[config.mk]
export PLATFORM = sky130hd
export DESIGN_NAME = dequan_stream_flat
export DESIGN_NICKNAME = d
export VERILOG_FILES = /design/src/rtl/dla_quant_pkg.sv /design/src/rtl/dequan_stream_if.sv /design/src/rtl/dequan_stream_datapath.sv /design/src/rtl/dequan_stream.sv /design/src/flat_wrapper.sv
export SDC_FILE = /design/constraint.sdc
export NUM_CORES = 1
export LEC_CHECK = 0
export CORE_ASPECT_RATIO = 0.9
export CORE_MARGIN = 4
export CORE_UTILIZATION = 50
export DETAILED_ROUTE_END_ITERATION = 10
export HOLD_SLACK_MARGIN = 0.05
export PLACE_DENSITY = 0.74
export SLEW_MARGIN = 25
export SYNTH_ARGS = -nofsm -noshare
export SYNTH_HDL_FRONTEND = slang
export SYNTH_SLANG_ARGS = --single-unit
[constraint.sdc]
create_clock -name clk -period 12.5 [get_ports clk]
set_input_delay 2.5 -clock clk [delete_from_list [all_inputs] [get_ports clk]]
set_output_delay 2.5 -clock clk [all_outputs]
set_load 0.1 [all_outputs]
[src/rtl/dla_quant_pkg.sv]
// Shared types and helpers for the DLA output-path dequantizer.
package dla_quant_pkg;

    localparam int HWORD = 16;

    // Saturation bounds for a signed 16-bit result, held at the width of the
    // rounded/shifted intermediate so comparisons need no extension.
    localparam logic signed [39:0] SAT_MAX = 40'sd32767;
    localparam logic signed [39:0] SAT_MIN = -40'sd32768;

    typedef enum logic [1:0] {
        IDLE,
        RUN,
        DRAIN
    } state_e;

    // Per-burst configuration, latched when a burst starts.
    typedef struct packed {
        logic signed [HWORD-1:0] bias;
        logic signed [HWORD-1:0] scale;
        logic [4:0]              shift;
        logic                    bypass;
    } cfg_t;

    // Clamp a wide signed value into the signed 16-bit range.
    function automatic logic signed [15:0] sat16(input logic signed [39:0] x);
        logic signed [15:0] r;
        if (x > SAT_MAX) begin
            r = SAT_MAX[15:0];
        end else if (x < SAT_MIN) begin
            r = SAT_MIN[15:0];
        end else begin
            r = x[15:0];
        end
        return r;
    endfunction

endpackage

[src/rtl/dequan_stream_if.sv]
// Config, upstream and downstream handshake bundle for dequan_stream.
// master = the side that configures and feeds the block; slave = the block.
interface dequan_stream_if #(
    parameter int DW    = 16,
    parameter int LEN_W = 16
);
    logic                    cfg_we;
    logic signed [DW-1:0]    cfg_bias;
    logic signed [DW-1:0]    cfg_scale;
    logic [4:0]              cfg_shift;
    logic [LEN_W-1:0]        cfg_len;
    logic                    cfg_bypass;

    logic                    in_valid;
    logic                    in_ready;
    logic signed [DW-1:0]    in_data;

    logic                    out_valid;
    logic                    out_ready;
    logic signed [DW-1:0]    out_data;
    logic                    out_last;

    logic                    busy;
    logic                    done;

    modport master (
        output cfg_we, cfg_bias, cfg_scale, cfg_shift, cfg_len, cfg_bypass,
        output in_valid, in_data, out_ready,
        input  in_ready, out_valid, out_data, out_last, busy, done
    );

    modport slave (
        input  cfg_we, cfg_bias, cfg_scale, cfg_shift, cfg_len, cfg_bypass,
        input  in_valid, in_data, out_ready,
        output in_ready, out_valid, out_data, out_last, busy, done
    );

endinterface

[src/rtl/dequan_stream_datapath.sv]
// Three-stage dequantize pipe: bias add, scale multiply, round/shift/saturate.
// Each stage carries a valid bit and the burst-last tag; ready chains backwards.
module dequan_datapath
    import dla_quant_pkg::*;
#(
    parameter int DW = HWORD
) (
    input  logic                 clk,
    input  logic                 rst,
    input  logic                 bypass_i,
    input  logic signed [DW-1:0] bias_i,
    input  logic signed [DW-1:0] scale_i,
    input  logic [4:0]           shift_i,
    input  logic                 in_valid_i,
    input  logic                 in_last_i,
    input  logic signed [DW-1:0] in_data_i,
    output logic                 in_ready_o,
    output logic                 out_valid_o,
    input  logic                 out_ready_i,
    output logic signed [DW-1:0] out_data_o,
    output logic                 out_last_o
);

    localparam int SW = DW + 1;     // bias sum cannot overflow one extra bit
    localparam int PW = 2 * DW + 1; // product of SW-bit sum and DW-bit scale

    logic                 s1_valid_q, s1_valid_d;
    logic                 s1_last_q,  s1_last_d;
    logic signed [SW-1:0] s1_sum_q,   s1_sum_d;

    logic                 s2_valid_q, s2_valid_d;
    logic                 s2_last_q,  s2_last_d;
    logic signed [PW-1:0] s2_prod_q,  s2_prod_d;

    logic                 s3_valid_q, s3_valid_d;
    logic                 s3_last_q,  s3_last_d;
    logic signed [DW-1:0] s3_data_q,  s3_data_d;

    logic                 adv1, adv2, adv3;
    logic signed [39:0]   prod_ext, rnd, shifted;
    logic signed [DW-1:0] result;

    // Stage-3 arithmetic: round half toward +inf, arithmetic shift, saturate.
    always_comb begin
        prod_ext = 40'(s2_prod_q);
        rnd      = (shift_i != 5'd0) ? (40'sd1 <<< (shift_i - 5'd1)) : 40'sd0;
        shifted  = (prod_ext + rnd) >>> shift_i;
        result   = bypass_i ? s2_prod_q[DW-1:0] : sat16(shifted);
    end

    // Ready chaining and next-state for all three stages.
    always_comb begin
        // NOTE: every _d gets its hold value first; a missing default would infer a latch.
        s1_valid_d = s1_valid_q;
        s1_last_d  = s1_last_q;
        s1_sum_d   = s1_sum_q;
        s2_valid_d = s2_valid_q;
        s2_last_d  = s2_last_q;
        s2_prod_d  = s2_prod_q;
        s3_valid_d = s3_valid_q;
        s3_last_d  = s3_last_q;
        s3_data_d  = s3_data_q;

        adv3 = !s3_valid_q || out_ready_i;
        adv2 = !s2_valid_q || adv3;
        adv1 = !s1_valid_q || adv2;

        if (adv1) begin
            s1_valid_d = in_valid_i;
            if (in_valid_i) begin
                s1_last_d = in_last_i;
                s1_sum_d  = bypass_i ? SW'(in_data_i) : SW'(in_data_i) + SW'(bias_i);
            end
        end

        if (adv2) begin
            s2_valid_d = s1_valid_q;
            if (s1_valid_q) begin
                s2_last_d = s1_last_q;
                s2_prod_d = bypass_i ? PW'(s1_sum_q) : PW'(s1_sum_q) * PW'(scale_i);
            end
        end

        // Output data and tag only change when a new element is loaded, so
        // they stay stable while the downstream stalls.
        if (adv3) begin
            s3_valid_d = s2_valid_q;
            if (s2_valid_q) begin
                s3_last_d = s2_last_q;
                s3_data_d = result;
            end
        end
    end

    // Pipeline registers with synchronous reset.
    always_ff @(posedge clk) begin
        // NOTE: non-blocking assignments only, so every stage samples pre-edge values.
        if (rst) begin
            s1_valid_q <= 1'b0;
            s1_last_q  <= 1'b0;
            s1_sum_q   <= '0;
            s2_valid_q <= 1'b0;
            s2_last_q  <= 1'b0;
            s2_prod_q  <= '0;
            s3_valid_q <= 1'b0;
            s3_last_q  <= 1'b0;
            s3_data_q  <= '0;
        end else begin
            s1_valid_q <= s1_valid_d;
            s1_last_q  <= s1_last_d;
            s1_sum_q   <= s1_sum_d;
            s2_valid_q <= s2_valid_d;
            s2_last_q  <= s2_last_d;
            s2_prod_q  <= s2_prod_d;
            s3_valid_q <= s3_valid_d;
            s3_last_q  <= s3_last_d;
            s3_data_q  <= s3_data_d;
        end
    end

    assign in_ready_o  = adv1;
    assign out_valid_o = s3_valid_q;
    assign out_data_o  = s3_data_q;
    assign out_last_o  = s3_last_q;

endmodule

[src/rtl/dequan_stream.sv]
// Streaming dequantizer top: config latch, burst FSM, length counter and
// done pulse around the three-stage arithmetic pipe.
module dequan_stream
    import dla_quant_pkg::*;
#(
    parameter int DW    = HWORD,
    parameter int LEN_W = 16
) (
    input  logic         clk,
    input  logic         rst,
    dequan_stream_if.slave bus
);

    state_e           state_q, state_d;
    cfg_t             cfg_q,   cfg_d;
    logic [LEN_W-1:0] len_q,   len_d;
    logic [LEN_W-1:0] cnt_q,   cnt_d;
    logic             done_q,  done_d;

    logic             dp_in_valid;
    logic             dp_in_ready;
    logic             in_fire;
    logic             out_fire;
    logic             last_tag;

    assign in_fire  = bus.in_valid & bus.in_ready;
    assign out_fire = bus.out_valid & bus.out_ready;
    // The element accepted while the counter sits at len-1 closes the burst.
    assign last_tag = (cnt_q == len_q - LEN_W'(1));

    // Burst FSM next-state, config latch and counter update.
    always_comb begin
        state_d     = state_q;
        cfg_d       = cfg_q;
        len_d       = len_q;
        cnt_d       = cnt_q;
        done_d      = 1'b0;
        dp_in_valid = 1'b0;

        unique case (state_q)
            IDLE: begin
                // A zero-length request is a no-op: no burst, no done pulse.
                if (bus.cfg_we && (bus.cfg_len != '0)) begin
                    cfg_d.bias   = bus.cfg_bias;
                    cfg_d.scale  = bus.cfg_scale;
                    cfg_d.shift  = bus.cfg_shift;
                    cfg_d.bypass = bus.cfg_bypass;
                    len_d        = bus.cfg_len;
                    cnt_d        = '0;
                    state_d      = RUN;
                end
            end
            RUN: begin
                dp_in_valid = bus.in_valid;
                if (in_fire) begin
                    cnt_d = cnt_q + LEN_W'(1);
                    if (last_tag) begin
                        state_d = DRAIN;
                    end
                end
            end
            DRAIN: begin
                if (out_fire && bus.out_last) begin
                    state_d = IDLE;
                    done_d  = 1'b1;
                end
            end
            default: state_d = IDLE;
        endcase
    end

    // Control registers with synchronous reset; a mid-burst reset drops the burst.
    always_ff @(posedge clk) begin
        if (rst) begin
            state_q <= IDLE;
            cfg_q   <= '0;
            len_q   <= '0;
            cnt_q   <= '0;
            done_q  <= 1'b0;
        end else begin
            state_q <= state_d;
            cfg_q   <= cfg_d;
            len_q   <= len_d;
            cnt_q   <= cnt_d;
            done_q  <= done_d;
        end
    end

    dequan_datapath #(
        .DW(DW)
    ) u_datapath (
        .clk         (clk),
        .rst         (rst),
        .bypass_i    (cfg_q.bypass),
        .bias_i      (cfg_q.bias),
        .scale_i     (cfg_q.scale),
        .shift_i     (cfg_q.shift),
        .in_valid_i  (dp_in_valid),
        .in_last_i   (last_tag),
        .in_data_i   (bus.in_data),
        .in_ready_o  (dp_in_ready),
        .out_valid_o (bus.out_valid),
        .out_ready_i (bus.out_ready),
        .out_data_o  (bus.out_data),
        .out_last_o  (bus.out_last)
    );

    assign bus.in_ready = (state_q == RUN) & dp_in_ready;
    assign bus.busy     = (state_q != IDLE);
    assign bus.done     = done_q;

endmodule

[src/flat_wrapper.sv]
// flat-port wrapper written by rule: the top's interface ports become plain ports
module dequan_stream_flat import dla_quant_pkg::*;
#(
    parameter int DW    = HWORD,
    parameter int LEN_W = 16
)
  (clk, rst, bus_cfg_we, bus_cfg_bias, bus_cfg_scale, bus_cfg_shift, bus_cfg_len, bus_cfg_bypass, bus_in_valid, bus_in_data, bus_out_ready, bus_in_ready, bus_out_valid, bus_out_data, bus_out_last, bus_busy, bus_done);
  dequan_stream_if #(.DW(DW), .LEN_W(LEN_W)) bus_i ();
  input  logic clk;
  input  logic rst;
  input wire logic [$bits(bus_i.cfg_we)-1:0] bus_cfg_we;
  input wire logic [$bits(bus_i.cfg_bias)-1:0] bus_cfg_bias;
  input wire logic [$bits(bus_i.cfg_scale)-1:0] bus_cfg_scale;
  input wire logic [$bits(bus_i.cfg_shift)-1:0] bus_cfg_shift;
  input wire logic [$bits(bus_i.cfg_len)-1:0] bus_cfg_len;
  input wire logic [$bits(bus_i.cfg_bypass)-1:0] bus_cfg_bypass;
  input wire logic [$bits(bus_i.in_valid)-1:0] bus_in_valid;
  input wire logic [$bits(bus_i.in_data)-1:0] bus_in_data;
  input wire logic [$bits(bus_i.out_ready)-1:0] bus_out_ready;
  output wire logic [$bits(bus_i.in_ready)-1:0] bus_in_ready;
  output wire logic [$bits(bus_i.out_valid)-1:0] bus_out_valid;
  output wire logic [$bits(bus_i.out_data)-1:0] bus_out_data;
  output wire logic [$bits(bus_i.out_last)-1:0] bus_out_last;
  output wire logic [$bits(bus_i.busy)-1:0] bus_busy;
  output wire logic [$bits(bus_i.done)-1:0] bus_done;
  assign bus_i.cfg_we = bus_cfg_we;
  assign bus_i.cfg_bias = bus_cfg_bias;
  assign bus_i.cfg_scale = bus_cfg_scale;
  assign bus_i.cfg_shift = bus_cfg_shift;
  assign bus_i.cfg_len = bus_cfg_len;
  assign bus_i.cfg_bypass = bus_cfg_bypass;
  assign bus_i.in_valid = bus_in_valid;
  assign bus_i.in_data = bus_in_data;
  assign bus_i.out_ready = bus_out_ready;
  assign bus_in_ready = bus_i.in_ready;
  assign bus_out_valid = bus_i.out_valid;
  assign bus_out_data = bus_i.out_data;
  assign bus_out_last = bus_i.out_last;
  assign bus_busy = bus_i.busy;
  assign bus_done = bus_i.done;
  dequan_stream #(.DW(DW), .LEN_W(LEN_W)) u_core (.clk(clk), .rst(rst), .bus(bus_i));
endmodule
==> flow_summary.json, run 1 <==
{
  "status": "completed",
  "crit_path_frequent_cell": "fa_1",
  "synth_seq_area_share_pct": 13.3,
  "finalCriticalPeriod_ns": 7.55,
  "first_global_vias": 19509,
  "synth.distinct_cells": 89,
  "rsz0062_at_grt": "no",
  "grt_pass1_wl_mm": 103,
  "vias_per_cell": 5.83,
  "period_share_pct": 60.4,
  "hold_end": "u_core.u_datapath.s2_last_q$_SDFFE_PP0P_",
  "drive_above_1_share_pct": 4.93,
  "crit_path_start": "u_core.u_datapath.s1_sum_q[14]$_SDFFE_PP0P_",
  "power_density_nw_per_um2": 72.0,
  "hp-class": "reg2reg",
  "synth.avg_cell_area_um2": 8.04,
  "utilization_pct": 54.7,
  "cts_buffer_depth": 2,
  "multi_input_area_um2": 17000,
  "cts.sink_count": 145,
  "cap_violations": 0,
  "stdcell_area_um2": 23500,
  "startpoint_type": "flop",
  "first_pass_iters": 6,
  "postRouteAntennaNets": 0,
  "start_util_pct": 50.8,
  "critical_path_required_ns": 12.80,
  "chipHeight_um": 206,
  "netlist_instances": 2720,
  "max_freq_ghz": 0.133,
  "cp-end-kind": "flop",
  "grt_max_degree": 66,
  "synth_edf_count": 0,
  "route.detailed.drc": 0,
  "ys_ff_latch": 145,
  "routed_wl_mm": 62.8,
  "crit_fanout": 18,
  "cp_data_arrival_time_ns": 7.84,
  "antenna_found_initial": 0,
  "grt_overflow": 0,
  "drt_iter0_drc": 1680,
  "fin_skew_ns": 0.0208,
  "maxSlewHeadroom_pct": 32.5,
  "io_pins": 96,
  "coreArea_um2": 43100,
  "dp_slack_ns": 4.99,
  "dpl.hpwl_mm": 49.5,
  "rr_worst_depth": 26,
  "power_leakage_nw": 10.4,
  "finalSetupViolCount": 0,
  "cts_tree": "built",
  "num_vias": 18955,
  "postCtsSetupRepairBufs": 0,
  "slowest_stage": "dfxtp_1",
  "setup_slack_ns": 4.95,
  "synth_flop_cell": "dfxtp_1",
  "tns_ns": 0,
  "peakVddDrop_uv": 73.7,
  "max_stage_delay_ns": 0.91,
  "maxSlewViolCount": 0,
  "cts_made_buffers": 17,
  "cts_hold_buf": 0,
  "hold_violations": 0,
  "cts_root_buf": "clkbuf_16",
  "placement.io_buffers": 95,
  "hp-start": "u_core.u_datapath.s1_last_q$_SDFFE_PP0P_",
  "rows": 72,
  "fillCellCount": 3966,
  "die_x_um": 228,
  "die-area_um2": 47100,
  "synth_fp_nets": 3207,
  "ys_async_sr_fraction_pct": 0,
  "clk_latency_ns": 0.44,
  "r2r-start": "u_core.u_datapath.s1_sum_q[14]$_SDFFE_PP0P_",
  "htreeDepth": 4,
  "worstMarginPinSlew_ns": 1.01,
  "path_clk_slew_ns": 0.08,
  "synth_warnings": 0,
  "syn-cell-area_um2": 21900,
  "nNetsFinal": 3171,
  "place_area_um2": 22900,
  "syn_to_final_growth_pct": 7.63,
  "rrSetupSlack_ns": 4.95,
  "r2r-end": "u_core.u_datapath.s2_prod_q[31]$_SDFFE_PP0P_",
  "regArea_um2": 2900,
  "cpLargestDelayFamily": "adder cells",
  "crit_type": "reg2reg",
  "hold_depth": 2,
  "globalplace.congestion": 0.962,
  "cts_resized": 0,
  "num_antenna_cells": 0,
  "grtUsageTotal_pct": 26.8,
  "wl_per_cell_um": 19.3,
  "crit_buf_inv": 4
}
-- worst register-to-register path, delay by kind of cell (launching register included) --
kind | cells | cell delay [ns]
adders and majority gates | 7 | 3.49
AOI/OAI and AO/OA | 8 | 1.92
DFF | 1 | 0.91
and+or+nand+nor | 6 | 0.70
buffers and inverters | 4 | 0.22
xor gates and xnor gates | 1 | 0.17
-- layout make-up --
cell class | instances | share of cell area (%)
clock inverter | 14 | 0.696
clock buffer | 18 | 1.87
timing repair buffer | 111 | 4.54
sequential | 145 | 12.3
inverter | 335 | 5.34
multi-input combinational | 2074 | 72.3
tap | 555 | 2.95
-- how the worst max path moves through the flow --
stage	end	slack (ns)	cells after the start
floorplan	u_core.u_datapath.s2_prod_q[31]$_SDFFE_PP0P_	5.62	27
global placement	u_core.u_datapath.s2_prod_q[31]$_SDFFE_PP0P_	5.16	25
detailed placement	u_core.u_datapath.s2_prod_q[31]$_SDFFE_PP0P_	4.99	25
CTS	u_core.u_datapath.s2_prod_q[31]$_SDFFE_PP0P_	4.96	25
global route	u_core.u_datapath.s2_prod_q[31]$_SDFFE_PP0P_	4.52	25
finish	u_core.u_datapath.s2_prod_q[31]$_SDFFE_PP0P_	4.95	26
-- flip-flops by register name, summed over array words and instances, names as in the netlist --
name and cells:
u_core.cfg_q 38, u_core.u_datapath.s2_prod_q 33, u_core.u_datapath.s1_sum_q 17, u_core.cnt_q 16, u_core.len_q 16, u_core.u_datapath.out_data_o 16
u_core.state_q 2, u_core.bus.done 1, u_core.u_datapath.out_last_o 1, u_core.u_datapath.out_valid_o 1, u_core.u_datapath.s1_last_q 1, u_core.u_datapath.s1_valid_q 1
u_core.u_datapath.s2_last_q 1, u_core.u_datapath.s2_valid_q 1
-- layer usage --
layer | routed length (µm) | track usage [%]
met5 | 0 | 0
met4 | 1360 | 6.54
met3 | 4720 | 5.47
met2 | 28800 | 44.0
met1 | 27900 | 36.8
-- synth_stat cells, types with 13 or more instances --
cell      instances  area (µm²)
nor2_1          194         728
a21o_1           41         308
nand2b_1         29         181
clkbuf_1        123         462
o21ai_0          85         425
xor2_1           39         342
nor3_1           58         290
buf_1            19        71.3
mux2_2           17         191
a31oi_1          13        81.3
o21a_1           14         105
o211ai_1         25         188
nand3_1          29         145
mux2i_1          42         420
and3_1           19         119
dfxtp_1         145        2900
inv_1           332        1250
and2_1          111         694
fa_1            278        5570
nand2_1         420        1580
a21oi_1         176         881
ha_1            134        1680
a211oi_1         40         300
xnor2_1          64         561
-- cell families after synthesis --
group                      after synthesis  share of synthesized area, %
AOI/OAI and AO/OA                      554                          16.9
xor gates and xnor gates               104                          4.20
adders and majority gates              412                          33.1
buffers and inverters                  501                          9.02
DFF                                    145                          13.3
muxes                                   71                          4.00
other                                    1                        0.0171
and+or+nand+nor                        932                          19.4
-- power breakdown --
part	switching [W]	internal [W]	leakage [nW]
Clock	0.000253	0.000291	0.292
Combinational	0.000372	0.000246	8.94
Sequential	0.0000501	0.000483	1.18
-- cell usage in the layout, fill, tap and decap left out, types with 7 or more instances in the layout --
master	synthesis	routed
nor4_1	12	12
nor3_1	58	58
mux4_2	11	11
o2111ai_1	7	7
o21ai_0	85	85
ha_1	134	133
a21oi_1	176	176
a21o_1	41	41
and2_1	111	111
xnor2_1	64	64
clkbuf_16	0	17
o21bai_1	9	9
o21a_1	14	14
mux2i_1	42	42
nor2_1	194	194
xor2_1	39	39
o211ai_1	25	25
a211oi_1	40	40
or3_1	11	11
fa_1	278	278
mux2_2	17	17
nand2_1	420	420
o22ai_1	11	11
o21ai_1	8	8
buf_4	8	17
and3_1	19	18
nand3_1	29	28
nand2b_1	29	29
nand4_1	11	11
inv_1	332	332
nor2b_1	11	11
a21oi_2	11	11
a31oi_1	13	13
dfxtp_1	145	144
a311oi_1	12	12
clkdlybuf4s50_1	0	94
o21ai_2	10	10
-- through the flow --
step | cells | total power, W | hold WS, ns
final | 3252 | 0.00170 | 0.456
after global routing | 3252 | 0.00180 | 0.477
after CTS | 3252 | 0.00170 | 0.458
after detailed placement | 3220 | 0.00115 | 0.447
after global placement | 3220 | 0.00113 | 0.444
after floorplan | 2720 | 0.000974 | 0.432
(Power assumes the default switching activity.)
==> run 2: changes to the inputs <==
- PLACE_DENSITY: 0.74 -> 0.76
- clock period: 12.5 -> 6.55 ns (I/O delays scaled with it)
==> flow_summary.json, run 2 (synthesized netlist as in run 1, its figures left out) <==
{
  "period_share_pct": 99.4,
  "reg.largest.list": "u_core.cfg_q (38), u_core.u_datapath.s2_prod_q (33), u_core.u_datapath.s1_sum_q (17)",
  "utilization_pct": 59.4,
  "place_inst": 3371,
  "rrSetupSlack_ns": 0.04,
  "cts_buffer_depth": 2,
  "cp_data_arrival_time_ns": 6.80,
  "coreArea_um2": 43100,
  "num_vias": 19956,
  "hold_depth": 2,
  "hold_violations": 0,
  "chipHeight_um": 206,
  "r2r-end": "u_core.u_datapath.s2_prod_q[32]$_SDFFE_PP0P_",
  "dp_slack_ns": -0.522,
  "antenna_found_initial": 0,
  "final_cell_mix": "nand2_1 (410), inv_1 (308), fa_1 (271), nor2_1 (192), buf_4 (171)",
  "hp-start": "u_core.u_datapath.s1_last_q$_SDFFE_PP0P_",
  "fin_skew_ns": 0.0137,
  "p_comb_share_pct": 41.6,
  "start_util_pct": 50.8,
  "clk_latency_ns": 0.45,
  "r2r-start": "u_core.cfg_q[11]$_SDFFE_PP0P_",
  "route.detailed.drc": 0,
  "max_stage_delay_ns": 0.52,
  "io_pins": 96,
  "hp-class": "reg2reg",
  "grt_max_degree": 73,
  "die_x_um": 228,
  "drive_above_1_share_pct": 14.9,
  "crit_fanout": 5,
  "setup_slack_ns": 0.0370,
  "cts_root_buf": "clkbuf_16",
  "p_seq_share_pct": 28.1,
  "finalCriticalPeriod_ns": 6.51,
  "first_global_vias": 20321,
  "maxSlewHeadroom_pct": 31.6,
  "crit_path_frequent_cell": "fa_1",
  "max_freq_ghz": 0.154,
  "routed_wl_mm": 67.6,
  "regMostFlops": "u_core.cfg_q",
  "tns_ns": 0,
  "htreeDepth": 4,
  "syn_to_final_growth_pct": 17.0,
  "rows": 72,
  "dpl.hpwl_mm": 53.6,
  "grtUsageTotal_pct": 28.3,
  "power.switching_w": 0.00135,
  "final_cells": 3433,
  "crit_type": "reg2reg",
  "rsz0062_at_grt": "yes",
  "drt_iter0_drc": 1577,
  "worstMarginPinSlew_ns": 1.02,
  "maxSlewViolCount": 0,
  "cts_made_buffers": 17,
  "vias_per_cell": 5.81,
  "sw_frac_of_total_pct": 38.8,
  "num_antenna_cells": 0,
  "peakVddDrop_uv": 169,
  "finalSetupViolCount": 0,
  "final_common_cell": "nand2_1",
  "cap_violations": 0,
  "grt_overflow": 0,
  "power.share.clock_pct": 30.3,
  "power_leakage_nw": 11.5,
  "placement.io_buffers": 95,
  "cts_hold_buf": 0,
  "fillCellCount": 3764,
  "p_int_w": 0.00213,
  "slowest_stage": "fa_1",
  "nNetsFinal": 3352,
  "path_clk_slew_ns": 0.08,
  "startpoint_type": "flop",
  "first_pass_iters": 5,
  "cp-end-kind": "flop",
  "wl_per_cell_um": 19.7,
  "postRouteAntennaNets": 0,
  "largest_reg_flops": 38,
  "rr_worst_depth": 26,
  "power_density_nw_per_um2": 136,
  "die-area_um2": 47100,
  "status": "completed",
  "hold_end": "u_core.u_datapath.s1_last_q$_SDFFE_PP0P_",
  "critical_path_required_ns": 6.84,
  "grt_pass1_wl_mm": 108,
  "globalplace.congestion": 0.974,
  "cts.sink_count": 145,
  "cts_tree": "built"
}
-- run 2: cell types whose count changed in the layout (fill, tap and decap cells not counted), moves of 9 or more --
cell / before / now
a21oi_1: 176 / 166
buf_12: 0 / 9
buf_4: 17 / 171
buf_6: 0 / 16
dfxtp_1: 144 / 115
dfxtp_4: 0 / 21
ha_1: 133 / 123
ha_4: 0 / 9
inv_1: 332 / 308
inv_2: 1 / 25
nand2_1: 420 / 410
nand2_2: 0 / 9
-- run 2: layout make-up --
| type | count | area (µm²) | share of cell area, % |
|---|---|---|---|
| Clock inverter | 13 | 168 | 0.655 |
| Sequential cell | 145 | 2990 | 11.7 |
| Clock buffer | 19 | 453 | 1.77 |
| Inverter | 335 | 1260 | 4.92 |
| Multi-Input combinational cell | 2074 | 17400 | 68.0 |
| Timing Repair Buffer | 292 | 2620 | 10.2 |
| Tap cell | 555 | 694 | 2.71 |
-- run 2: worst max-delay path by stage --
| stage | from | slack (ns) | to |
|---|---|---|---|
| 2_1_floorplan | u_core.u_datapath.s1_sum_q[13]$_SDFFE_PP0P_ | 0.002 | u_core.u_datapath.s2_prod_q[32]$_SDFFE_PP0P_ |
| 4_1_cts | u_core.cfg_q[9]$_SDFFE_PP0P_ | 0.001 | u_core.u_datapath.s2_prod_q[31]$_SDFFE_PP0P_ |
| 3_5_place_dp | u_core.u_datapath.s1_sum_q[4]$_SDFFE_PP0P_ | -0.52 | u_core.u_datapath.s2_prod_q[32]$_SDFFE_PP0P_ |
| 6_report | u_core.cfg_q[11]$_SDFFE_PP0P_ | 0.04 | u_core.u_datapath.s2_prod_q[32]$_SDFFE_PP0P_ |
| 5_1_grt | u_core.u_datapath.s1_sum_q[7]$_SDFFE_PP0P_ | -0.22 | u_core.u_datapath.s2_prod_q[31]$_SDFFE_PP0P_ |
| 3_3_place_gp | u_core.u_datapath.s1_sum_q[10]$_SDFFE_PP0P_ | -0.34 | u_core.u_datapath.s2_prod_q[32]$_SDFFE_PP0P_ |
-- run 2: power by group through the flow --
stage          Sequential (W)  Combinational [W]  Clock (W)
6_report             0.000977            0.00145    0.00105
5_1_grt              0.000981            0.00158    0.00110
4_1_cts              0.000977            0.00137    0.00106
3_5_place_dp         0.000996            0.00134          0
3_3_place_gp         0.000995            0.00130          0
2_1_floorplan        0.000984           0.000880          0
-- run 2: what timing repair did --
action,CTS,global route
hold endpoints to repair,0,0
pin swaps,35,67
setup endpoints to repair,9,25
cloned,0,1
resized for setup,69,101
buffers inserted,11,21
-- run 2: metal layers --
layer	routed length [µm]	vias to the layer above	global-route usage [%]
met1	29700	9772	38.7
met4	1790	0	7.94
met3	4670	130	4.77
met5	0	-	0
li1	-	9289	-
met2	31500	765	46.9
-- run 2: worst max-delay path, delay by kind of cell, from the launching register on --
family / cells / cell delay [ns]
adder cells (fa/ha/maj): 7 / 3.31
AO/OA/AOI/OAI: 10 / 1.60
buffers and inverters: 6 / 0.53
multiplexers: 1 / 0.22
AND/OR/NAND/NOR: 2 / 0.32
flip-flops: 1 / 0.38
-- run 2: stage by stage --
| stage | power, W | hold slack (ns) | cell area [µm²] |
|---|---|---|---|
| 2_1_floorplan | 0.00186 | 0.432 | 21900 |
| 3_3_place_gp | 0.00230 | 0.440 | 24100 |
| 3_5_place_dp | 0.00233 | 0.454 | 24200 |
| 4_1_cts | 0.00341 | 0.463 | 25100 |
| 5_1_grt | 0.00366 | 0.476 | 25600 |
| 6_report | 0.00347 | 0.461 | 25600 |
==> run 3: changes to the inputs <==
- PLACE_DENSITY: 0.76 -> 0.74
==> flow_summary.json, run 3 (synthesized netlist as in run 1, its figures left out) <==
{
  "wl_per_cell_um": 19.8,
  "coreArea_um2": 43100,
  "finalCriticalPeriod_ns": 6.44,
  "placement.io_buffers": 95,
  "dpl.hpwl_mm": 54.5,
  "max_freq_ghz": 0.155,
  "place_inst": 3370,
  "cts.sink_count": 145,
  "num_antenna_cells": 0,
  "vias_per_cell": 5.81,
  "drive_above_1_share_pct": 13.8,
  "hold_depth": 2,
  "regMostFlops": "u_core.cfg_q",
  "largest_reg_flops": 38,
  "hp-class": "reg2reg",
  "first_global_vias": 20136,
  "cts_tree": "built",
  "critical_path_required_ns": 6.85,
  "rr_worst_depth": 25,
  "grtUsageTotal_pct": 28.6,
  "fin_skew_ns": 0.0138,
  "htreeDepth": 4,
  "hold_violations": 0,
  "syn_to_final_growth_pct": 16.4,
  "peakVddDrop_uv": 165,
  "power_density_nw_per_um2": 135,
  "die-area_um2": 47100,
  "final_cell_mix": "nand2_1 (410), inv_1 (327), fa_1 (274), nor2_1 (193), buf_4 (178)",
  "cp-end-kind": "flop",
  "grt_pass1_wl_mm": 109,
  "io_pins": 96,
  "period_share_pct": 98.3,
  "maxSlewHeadroom_pct": 32.8,
  "drt_iter0_drc": 1621,
  "path_clk_slew_ns": 0.07,
  "worst_hold_slack_ns": 0.460,
  "status": "completed",
  "finalSetupViolCount": 0,
  "cts_root_buf": "clkbuf_16",
  "first_pass_iters": 6,
  "postRouteAntennaNets": 0,
  "route.detailed.drc": 0,
  "r2r-end": "u_core.u_datapath.s2_prod_q[29]$_SDFFE_PP0P_",
  "final_common_cell": "nand2_1",
  "r2r-start": "u_core.u_datapath.s1_sum_q[10]$_SDFFE_PP0P_",
  "final_cells": 3433,
  "cts_buffer_depth": 2,
  "antenna_found_initial": 1,
  "rrSetupSlack_ns": 0.11,
  "hold_end": "u_core.u_datapath.out_last_o$_SDFFE_PP0P_",
  "crit_fanout": 7,
  "globalplace.congestion": 0.967,
  "chipHeight_um": 206,
  "routed_wl_mm": 67.9,
  "grt_max_degree": 72,
  "num_vias": 19937,
  "cts_made_buffers": 17,
  "die_x_um": 228,
  "cp_data_arrival_time_ns": 6.74,
  "startpoint_type": "flop",
  "hp-start": "u_core.u_datapath.s2_last_q$_SDFFE_PP0P_",
  "reg.largest.list": "u_core.cfg_q (38), u_core.u_datapath.s2_prod_q (33), u_core.u_datapath.s1_sum_q (17)",
  "grt_overflow": 0,
  "rsz0062_at_grt": "yes",
  "maxSlewViolCount": 0,
  "start_util_pct": 50.8,
  "cap_violations": 0,
  "worstMarginPinSlew_ns": 1.00,
  "rows": 72,
  "crit_type": "reg2reg",
  "power_leakage_nw": 11.5,
  "nNetsFinal": 3352,
  "clk_latency_ns": 0.45
}
-- run 3: cell count changes in the layout (fill, tap and decap cells not counted), sizes merged --
cell      before  now
clkinv         5    9
inv          340  337
buf          196  198
clkbuf        21   19
clkinvlp       1    0
-- run 3: stage by stage --
step,cell area [µm²],setup WS [ns],power [W],TNS [ns],util (%)
6_report,25400,0.114,0.00344,0,59.1
3_5_place_dp,24100,-0.511,0.00234,-2.47,56.0
2_1_floorplan,21900,0.00230,0.00186,0,-
5_1_grt,25400,-0.127,0.00363,-0.437,59.1
3_3_place_gp,24100,-0.351,0.00231,-1.34,56.0
4_1_cts,25100,-0.0718,0.00340,-0.0859,58.3
-- run 3: cell type report --
type	count	area, µm²
Clock inverter	13	150
Inverter	335	1260
Multi-Input combinational cell	2074	17400
Timing Repair Buffer	292	2570
Clock buffer	19	453
Tap cell	555	694
Fill cell	3869	17600
Sequential cell	145	2970
-- run 3: power breakdown --
part           internal (W)  switching, W  total (W)  leakage, nW
Clock              0.000589      0.000440    0.00103        0.302
Sequential         0.000922     0.0000618   0.000984         1.20
Combinational      0.000599      0.000833    0.00143         9.98
Total               0.00211       0.00133    0.00344         11.5
-- run 3: critical path, stage by stage (launching register included) --
cell	delay [ns]
dfxtp_4	0.43
nand2_2	0.07
fa_1	0.54
inv_1	0.06
fa_1	0.57
inv_1	0.06
fa_1	0.47
inv_1	0.05
fa_1	0.49
inv_1	0.05
fa_1	0.49
inv_1	0.05
fa_1	0.45
ha_2	0.19
or3_4	0.40
a211oi_4	0.32
o41ai_4	0.11
a2111oi_2	0.30
nor2_1	0.11
a41o_1	0.24
o41ai_4	0.27
buf_4	0.17
buf_4	0.10
xnor2_2	0.07
a21oi_2	0.16
nor3_2	0.05
-- run 3: worst max-delay path by stage --
stage	startpoint	to	slack (ns)	depth (start not counted)
floorplan	u_core.u_datapath.s1_sum_q[13]$_SDFFE_PP0P_	u_core.u_datapath.s2_prod_q[32]$_SDFFE_PP0P_	0.002	26
global placement	u_core.u_datapath.s1_sum_q[6]$_SDFFE_PP0P_	u_core.u_datapath.s2_prod_q[31]$_SDFFE_PP0P_	-0.35	25
detailed placement	u_core.u_datapath.s1_sum_q[6]$_SDFFE_PP0P_	u_core.u_datapath.s2_prod_q[31]$_SDFFE_PP0P_	-0.51	25
CTS	u_core.u_datapath.s1_sum_q[10]$_SDFFE_PP0P_	u_core.u_datapath.s2_prod_q[31]$_SDFFE_PP0P_	-0.07	25
global route	u_core.cfg_q[10]$_SDFFE_PP0P_	u_core.u_datapath.s2_prod_q[32]$_SDFFE_PP0P_	-0.13	27
finish	u_core.u_datapath.s1_sum_q[10]$_SDFFE_PP0P_	u_core.u_datapath.s2_prod_q[29]$_SDFFE_PP0P_	0.11	25
-- run 3: routing by layer --
metal	share of wire, %	track usage [%]	vias up
li1	-	-	9282
met1	44	39.2	9831
met2	47	47.8	721
met3	6.5	4.33	103
met4	2.2	7.00	0
met5	0	0	-
-- run 3: repair_timing --
action                                  in CTS  in global routing
hold buffers                                 0                  0
endpoints found under the setup margin       8                 25
gates resized for setup                     69                 56
cloned                                       0                  0
buffers inserted                            22                 10
pin swaps                                   46                 43
hold endpoints to repair                     0                  0
==> patch (config.mk and constraints of run 2) <==
`s2_prod_q` no longer has a reset.
--- a/src/rtl/dequan_stream_datapath.sv
+++ b/src/rtl/dequan_stream_datapath.sv
@@ -101,7 +101,6 @@
             s1_sum_q   <= '0;
             s2_valid_q <= 1'b0;
             s2_last_q  <= 1'b0;
-            s2_prod_q  <= '0;
             s3_valid_q <= 1'b0;
             s3_last_q  <= 1'b0;
             s3_data_q  <= '0;
@@ -111,11 +110,14 @@
             s1_sum_q   <= s1_sum_d;
             s2_valid_q <= s2_valid_d;
             s2_last_q  <= s2_last_d;
-            s2_prod_q  <= s2_prod_d;
             s3_valid_q <= s3_valid_d;
             s3_last_q  <= s3_last_d;
             s3_data_q  <= s3_data_d;
         end
+    end
+
+    always_ff @(posedge clk) begin
+        s2_prod_q <= s2_prod_d;
     end
 
     assign in_ready_o  = adv1;
Check against the original RTL: same outputs for any inputs over 4 cycles, from zero or initial values and one cycle with rst high; that may be too few to reach the edited logic, so the function may still have changed.
==> patch against run 2 <==
  * The flow now finishes with violations (setup timing)
  * Combinational power fell by 7%
  * Setup slack worse by 0.096 ns
  * Sequential share of layout area increased by 1.4 points
  * Synthesized area rose by 0.35%
  * Cell area decreased by 1.5%
  * Routed wire length shrank 7.8%
  * Power is 0.83% lower
  * Sequential cell count unchanged
  * Critical endpoint is now u_core.u_datapath.s2_prod_q[30]$_DFFE_PP_
  * Largest cell class unchanged
  * Highest routed layer unchanged
==> patch: results (changes against run 2) <==
Global routing
  • First-pass GRT wire length: 100.3 mm (-7.3%)
  • Largest net degree at the start of global routing: 88 (+21%)

Placed design
  • DP Worst Slack: -0.2737 ns (+0.2486 ns)
  • Final GP Congestion: 1.018 (+4.5%)
  • Dpl hpwl: 49.65 mm (-7.4%)

Route
  • Drt first-iter violations: 1756 (+11%)
  • DR vias/cell: 5.891 (+1.3%)
  • Pre-antenna DRT Iters: 6 (+1)
  • Wire length per cell: 18.61 um (-5.5%)

Critical path
  • CP max stage delay: 0.59 ns (+0.07 ns)
  • Critical-path top delay cell: fa_1
  • Crit path DAT: 6.77 ns (-0.03 ns)
  • Reg2reg setup slack: -0.06 ns (-0.10 ns)
  • Worst R2R Start: u_core.cfg_q[12]$_SDFFE_PP0P_
  • Worst reg2reg path endpoint: u_core.u_datapath.s2_prod_q[30]$_DFFE_PP_
  • Reg2reg path depth: 23 (-12%)
  • CP Max Fanout: 6 (+1)

Layout
  • Layout cell share with drive strength beyond 1: 11.63% (-3.2 points)
  • Layout Nets: 3268 (-2.5%)

Timing
  • Worst relative slew slack: 28.68% (-3.0 points)
  • PnR worst setup slack: -0.05858 ns (-0.09562 ns)
  • Skew final: 0.01474 ns (+0.001043 ns)
  • Setup TNS Final: -0.06838 ns (-0.06838 ns)
  • Final setup violation count: 3 (+3)

Power and ir drop
  • Switching share of power: 36.72% (-2.1 points)
  • Leakage: 0.01105 uW (-3.6%)
  • Max VDD drop: 191.9 uV (+14%)

Outcome
  • Violated checks: setup timing
  • Outcome: complete, but fails checks

Yosys
  • Largest cells by area after synthesis: fa_1 25%, dfxtp_1 10%, ha_1 7.6%
  • Cells after Synth: 2692 (-1.0%)
  • Most frequent cells after synthesis: 435 x nand2_1, 331 x inv_1, 278 x fa_1
  • Post-synth cell types: 87 (-2.2%)
  • Post-synth EDFFs: 33 (+33)
  • Syn Nets: 3179 (-0.87%)

Min path
  • Hold_sp: u_core.u_datapath.out_data_o[13]$_SDFFE_PP0P_
==> patch: timing repair <==
| action | CTS | global route |
|---|---|---|
| resized for setup | 23 | 118 |
| pin swaps | 7 | 62 |
| buffers inserted | 2 | 19 |
| setup endpoints to repair | 4 | 21 |
==> patch: stage by stage <==
stage / hold WS (ns) / total power, uW / cell area (sq um)
final: 0.4582 / 3444 / 25190
after global routing: 0.4803 / 3642 / 25190
after CTS: 0.4578 / 3359 / 24570
after detailed placement: 0.4469 / 2285 / 23840
after global placement: 0.4352 / 2246 / 23840
after floorplan: 0.4312 / 1910 / 21970
==> patch: power groups by stage <==
stage               registers [uW]  logic (uW)  clock network [uW]
floorplan                     1020         888                   0
global placement              1040        1210                   0
finish                        1030        1350                1070
global route                  1030        1490                1120
detailed placement            1040        1240                   0
CTS                           1020        1250                1080
==> patch: logic make-up after synthesis <==
kind of cell / count (synthesis) / synth area share (%)
xor+xnor: 92 / 3.672
other cells: 1 / 0.01709
compound gates: 531 / 16.01
simple gates: 948 / 19.82
buf+inv: 491 / 8.525
fa+ha+maj: 412 / 33.00
flops: 145 / 14.73
mux: 72 / 4.220
==> patch: how the worst max path moves through the flow <==
stage | start | endpoint | cells past startpoint
after global routing | u_core.cfg_q[12]$_SDFFE_PP0P_ | u_core.u_datapath.s2_prod_q[30]$_DFFE_PP_ | 23
after global placement | u_core.u_datapath.s1_sum_q[3]$_SDFFE_PP0P_ | u_core.u_datapath.s2_prod_q[31]$_DFFE_PP_ | 23
final | u_core.cfg_q[12]$_SDFFE_PP0P_ | u_core.u_datapath.s2_prod_q[30]$_DFFE_PP_ | 23
after detailed placement | u_core.u_datapath.s1_sum_q[3]$_SDFFE_PP0P_ | u_core.u_datapath.s2_prod_q[31]$_DFFE_PP_ | 25
after CTS | u_core.u_datapath.s1_sum_q[2]$_SDFFE_PP0P_ | u_core.u_datapath.s2_prod_q[31]$_DFFE_PP_ | 23
after floorplan | u_core.u_datapath.s1_sum_q[12]$_SDFFE_PP0P_ | u_core.u_datapath.s2_prod_q[30]$_DFFE_PP_ | 25
==> patch: area by class of cell <==
cell class / instances / area (sq um)
Timing Repair Buffer: 228 / 2074
Clock inverter: 13 / 185.2
Sequential cell: 145 / 3307
Tap cell: 555 / 694.4
Multi-Input combinational cell: 2056 / 17220
Fill cell: 3734 / 17960
Inverter: 333 / 1250
Clock buffer: 19 / 454.2
==> patch: layer usage <==
layer  GRT usage, %  vias up  wire, um
li1               -     9122         -
met5              0        -         0
met3          3.965      131      4373
met1          35.45     9688     27340
met4          7.236        0      1460
met2          42.83      788     29150
